`src/rtl/cpu_types_pkg.sv`:
```
// Shared types for the processor/memory interface: the word type, the RAM
// handshake state and the memory arbiter FSM states.
package cpu_types_pkg;

  typedef logic [31:0] word_t;

  // State reported by the RAM model on its control port.
  typedef enum logic [1:0] {
    FREE   = 2'd0,
    BUSY   = 2'd1,
    ACCESS = 2'd2,
    ERROR  = 2'd3
  } ramstate_t;

  // Arbiter grant state: IDLE decides, DATA/INSTR own the RAM port.
  typedef enum logic [1:0] {
    IDLE  = 2'd0,
    DATA  = 2'd1,
    INSTR = 2'd2
  } arb_state_t;

endpackage

```
`src/rtl/mem_arb_timer.sv`:
```
// Wait counter for a granted access. Cleared while the arbiter is idle, so it
// starts from zero on entry to a grant state, and counts every cycle the RAM
// has not answered. timeout fires in the cycle the count reaches TIMEOUT.
module mem_arb_timer #(
  parameter int TIMEOUT = 64,
  localparam int CW = $clog2(TIMEOUT + 1)
) (
  input  logic CLK,
  input  logic RST,
  input  logic clear,
  input  logic count_en,
  output logic timeout
);

  logic [CW-1:0] cnt_q, cnt_d;

  // Next count: clear when idle, otherwise saturating increment while waiting.
  always_comb begin
    cnt_d = cnt_q;
    if (clear) begin
      cnt_d = '0;
    end else if (count_en && (cnt_q != CW'(TIMEOUT))) begin
      cnt_d = cnt_q + CW'(1);
    end
  end

  // The cycle that would bring the count to TIMEOUT is the abort cycle.
  assign timeout = !clear && count_en && (cnt_q == CW'(TIMEOUT - 1));

  // Count register.
  always_ff @(posedge CLK or posedge RST) begin
    if (RST) begin
      cnt_q <= '0;
    end else begin
      cnt_q <= cnt_d;
    end
  end

endmodule

```
`src/rtl/memory_arbiter.sv`:
```
// Memory arbiter: grants the single-port RAM to either the data or the
// instruction requester, returns one-cycle ihit/dhit strobes with load data,
// and pulses merr when an access is aborted.
// Optional feature macro: MEM_ARB_TIMEOUT_EN adds a wait-counter abort after
// TIMEOUT cycles without RAM ACCESS; without it the arbiter waits forever.
//
// Handshake: a requester holds its enable until it sees its hit. A hit is the
// single completion strobe; the data requester clears its enables the cycle
// after dhit, so the arbiter ignores data requests for that one cycle
// (holdoff) to avoid granting the stale request again.
module memory_arbiter
  import cpu_types_pkg::*;
#(
  parameter int TIMEOUT = 64
) (
  input  logic      CLK,
  input  logic      RST,
  input  logic      imemREN,
  input  word_t     imemaddr,
  output word_t     imemload,
  output logic      ihit,
  input  logic      dmemREN,
  input  logic      dmemWEN,
  input  word_t     dmemaddr,
  input  word_t     dmemstore,
  output word_t     dmemload,
  output logic      dhit,
  output logic      ramREN,
  output logic      ramWEN,
  output word_t     ramaddr,
  output word_t     ramstore,
  input  word_t     ramload,
  input  ramstate_t ramstate,
  output logic      merr
);

  arb_state_t state_q, state_d;
  logic       holdoff_q, holdoff_d;
  logic       timeout;
  logic       dreq;

  assign dreq = dmemREN | dmemWEN;

`ifdef MEM_ARB_TIMEOUT_EN
  mem_arb_timer #(
    .TIMEOUT (TIMEOUT)
  ) u_timer (
    .CLK      (CLK),
    .RST      (RST),
    .clear    (state_q == IDLE),
    .count_en (ramstate != ACCESS),
    .timeout  (timeout)
  );
`else
  // No abort timer: TIMEOUT is kept only so both builds share one parameter list.
  assign timeout = 1'b0 & (TIMEOUT == 0);
`endif

  // Grant decision, RAM port drive and completion strobes for the current state.
  always_comb begin
    state_d  = state_q;
    ramREN   = 1'b0;
    ramWEN   = 1'b0;
    ramaddr  = '0;
    ramstore = '0;
    ihit     = 1'b0;
    dhit     = 1'b0;
    merr     = 1'b0;
    imemload = '0;
    dmemload = '0;
    unique case (state_q)
      IDLE: begin
        if (dreq && !holdoff_q) begin
          state_d = DATA;
        end else if (imemREN) begin
          state_d = INSTR;
        end
      end
      DATA: begin
        ramaddr  = dmemaddr;
        ramstore = dmemstore;
        ramWEN   = dmemWEN;
        ramREN   = dmemREN & ~dmemWEN;
        if (!dreq) begin
          state_d = IDLE;
        end else if (ramstate == ACCESS) begin
          dhit     = 1'b1;
          dmemload = ramload;
          state_d  = IDLE;
        end else if ((ramstate == ERROR) || timeout) begin
          merr    = 1'b1;
          state_d = IDLE;
        end
      end
      INSTR: begin
        ramaddr = imemaddr;
        ramREN  = 1'b1;
        if (!imemREN) begin
          state_d = IDLE;
        end else if (ramstate == ACCESS) begin
          ihit     = 1'b1;
          imemload = ramload;
          state_d  = IDLE;
        end else if ((ramstate == ERROR) || timeout) begin
          merr    = 1'b1;
          state_d = IDLE;
        end
      end
      default: state_d = IDLE;
    endcase
    holdoff_d = dhit;
  end

  // FSM state and holdoff registers.
  always_ff @(posedge CLK or posedge RST) begin
    if (RST) begin
      state_q   <= IDLE;
      holdoff_q <= 1'b0;
    end else begin
      state_q   <= state_d;
      holdoff_q <= holdoff_d;
    end
  end

endmodule

```
`config.mk`:
```
export PLATFORM = sky130hd
export DESIGN_NAME = memory_arbiter
export DESIGN_NICKNAME = d
export VERILOG_FILES = /design/src/rtl/cpu_types_pkg.sv /design/src/rtl/mem_arb_timer.sv /design/src/rtl/memory_arbiter.sv
export SDC_FILE = /design/constraint.sdc
export NUM_CORES = 1
export LEC_CHECK = 0
export ABC_AREA = 1
export CAP_MARGIN = 10
export CORE_AREA = 5 5 100 102
export CTS_CLUSTER_SIZE = 25
export DETAILED_ROUTE_END_ITERATION = 12
export DIE_AREA = 0 0 105 107
export PLACE_DENSITY = 0.69
export REMOVE_ABC_BUFFERS = 1
export SLEW_MARGIN = 5
export SYNTH_ARGS = -nofsm -noshare
export SYNTH_HDL_FRONTEND = slang
export SYNTH_HIERARCHICAL = 1
export SYNTH_SLANG_ARGS = --single-unit
```
`constraint.sdc`:
```
create_clock -name CLK -period 5.6 [get_ports CLK]
set_clock_uncertainty 0.15 [all_clocks]
set_input_delay 1.68 -clock CLK [delete_from_list [all_inputs] [get_ports CLK]]
set_output_delay 1.68 -clock CLK [all_outputs]
set_load 0.05 [all_outputs]
```
==> impl_metrics.tcl <==
set metrics [dict create \
    status "complete, no violations" \
    wl_met1_mm 3.37 \
    drt_wl_total_mm 10.3 \
    syn-cell-area_um2 1570 \
    p_leak_nw 2.32 \
    cts_sinks 3 \
    ir_drop_mv 0.162 \
    cts_resized 0 \
    hold_ws_ns 0.391 \
    highest_layer "met4" \
    drt_pass1_iterations 4 \
    yosysTopAreaCell "nand2_1" \
    maxCapViolCount 0 \
    synth_top_area_share_pct 25.3 \
    cts_hold_buf 0 \
    boundaryPins 268 \
    grt_max_degree 38 \
    path_max_fanout 3 \
    clkLatencyLatePin_ns 0.22 \
    synth_ff_type "dfrtp_1" \
    final_cells 694 \
    root_buffer "clkbuf_8" \
    clk_path_buf_depth 2 \
    gp_congestion 0.851 \
    yosysSeqAreaShare_pct 4.77 \
    nets 723 \
    share_comb_of_total_power_pct 93.8 \
    fillerInstances 813 \
    post-place-ws_ns 0.442 \
    grt.overflow.total 0 \
    grt_pass1_wl_mm 15.5 \
    rsz0062_at_grt "no" \
    drtIter0Drc 143 \
    cts.clk_slew.worst_paths_ns 0.03 \
    clkPwrFrac_pct 3.9 \
    p_int_mw 0.602 \
    hold_violations 0 \
    grt_pass1_vias 2983 \
    syn_inst 330 \
    die_w_um 105 \
    arrival_ns 3.33 \
    period_share_pct 92.1 \
    num_vias 2873 \
    switching_share_pct 64.3 \
    ant_nets 0 \
    antenna_found_initial 0 \
    criticalPathCategory "in -> out" \
    drv_slew 0 \
    tns_ns 0 \
    p_per_area_nw_per_um2 339 \
    numCtsBuffers 3 \
    cts_setup_buffers 0 \
    layout_setup_ws_ns 0.441 \
    dp.cells 690 \
    htreeDepth 1 \
    startpoint_type "input port" \
    cp.required_ns 3.77 \
    seq_power_share_pct 2.3 \
    layout-drive-gt1-share_pct 18.4 \
    synth_edf_count 0 \
    ys_seq_elements 3 \
    fmax_ghz 0.194 \
    viasPerCell 4.14 \
    start_util_pct 17.4 \
    place_hpwl_mm 8.96 \
    fin_crit_ns 5.16 \
    yosysMostFrequentCell "nand2_1" \
    max_slew_margin_pct 30.6 \
    cts_tree "done" \
    syn2layout_area_growth_pct 216 \
    dieHeight_um 107 \
    finalSetupViolCount 0 \
    syn_avg_cell_area_um2 4.77 \
    ys_top_cells_by_area "nand2_1 (25%), inv_1 (19%), a21oi_1 (11%), nor2_2 (11%), nor2_1 (9.1%)" \
    rows 35 \
    antenna_cells 0 \
    switching_power_mw 1.08 \
    wl_per_cell_um 14.8 \
    total_power_mw 1.68 \
    drc 0 \
    hp-class "reg -> reg" \
    wl_met2_mm 5.47 \
    synth_cell_type_count 18 \
    design.core.area_um2 9020 \
    max_slew.worst_pin.slew_ns 1.04 \
    die-area_um2 11200 \
    synthArstFlopShare_pct 100 \
    ys_warn_count 6 \
    numPortBuffers 267 \
    yosys-top-cells-count "nand2_1 (106), inv_1 (80), nor2_1 (38)" \
    track_usage_pct 17.0 \
    route.met3.wl_mm 1.23 \
    cp-end-kind "output pin" \
]
[power by group through the flow]
stage,registers [mW],clock network [mW],logic (mW)
global placement,0.0387,0,1.57
detailed placement,0.0391,0,1.59
CTS,0.0390,0.0676,1.60
finish,0.0386,0.0657,1.58
floorplan,0.0363,0,0.969
global route,0.0404,0.0700,1.66
[logic make-up (layout without fill, tap and decap cells)]
group | count (synthesis) | count (layout) | share of synthesized area [%]
and+or+nand+nor | 186 | 186 | 52.0
buffers and inverters | 102 | 355 | 28.9
AOI/OAI and AO/OA | 35 | 35 | 11.1
adders and majority gates | 4 | 4 | 3.18
DFF | 3 | 3 | 4.77
[cells in the final DEF (no fill, tap or decap), drive strengths merged]
| cell | instances |
|---|---|
| nand2 | 109 |
| a21oi | 34 |
| nand4 | 2 |
| nor2 | 66 |
| clkbuf | 4 |
| ha | 4 |
| clkdlybuf4s50 | 200 |
| buf | 70 |
| inv | 81 |
| nand3 | 9 |
| o21ai | 1 |
| dfrtp | 3 |
[final cells by class]
class	instances	area, µm²	area share [%]
Sequential cell	3	75.1	1.51
Tap cell	111	139	2.79
Multi-Input combinational cell	225	1050	21.0
Inverter	81	304	6.11
Clock buffer	4	45.0	0.905
Timing Repair Buffer	270	3370	67.7
[per-layer routing]
layer | up-vias | GRT usage [%]
met5 | - | 0
met4 | 0 | 3.84
met3 | 14 | 7.04
met2 | 165 | 33.5
met1 | 1250 | 16.3
li1 | 1444 | -
[registers in the layout (all words and copies together) (netlist names)]
signal	count
state_q	2
holdoff_q	1
[stage by stage]
stage          area, µm²  utilization [%]
2_1_floorplan       1420                -
3_3_place_gp        4930             54.6
3_5_place_dp        4930             54.6
4_1_cts             4970             55.1
5_1_grt             4970             55.1
6_report            4970             55.1
[worst max-delay path, cell delays in order]
cell	delay (ns)
clkdlybuf4s50_1	0.45
inv_1	0.10
nand3_1	0.09
a21oi_1	0.15
clkdlybuf4s50_1	0.86
[path summary, 6_finish.rpt]
| kind | from | endpoint | slack, ns | cells past startpoint |
|---|---|---|---|---|
| min in group asynchronous | RST | holdoff_q | 1.48 | 2 |
| max in group asynchronous | RST | state_q[1] | 3.69 | 2 |
| min | state_q[1] | state_q[1] | 0.39 | 2 |
| max | dmemWEN | ramREN | 0.44 | 5 |
| min reg2reg | state_q[1] | state_q[1] | 0.39 | 2 |
| max reg2reg | state_q[1] | holdoff_q | 3.43 | 6 |
Power figures use the tool's default switching activity.
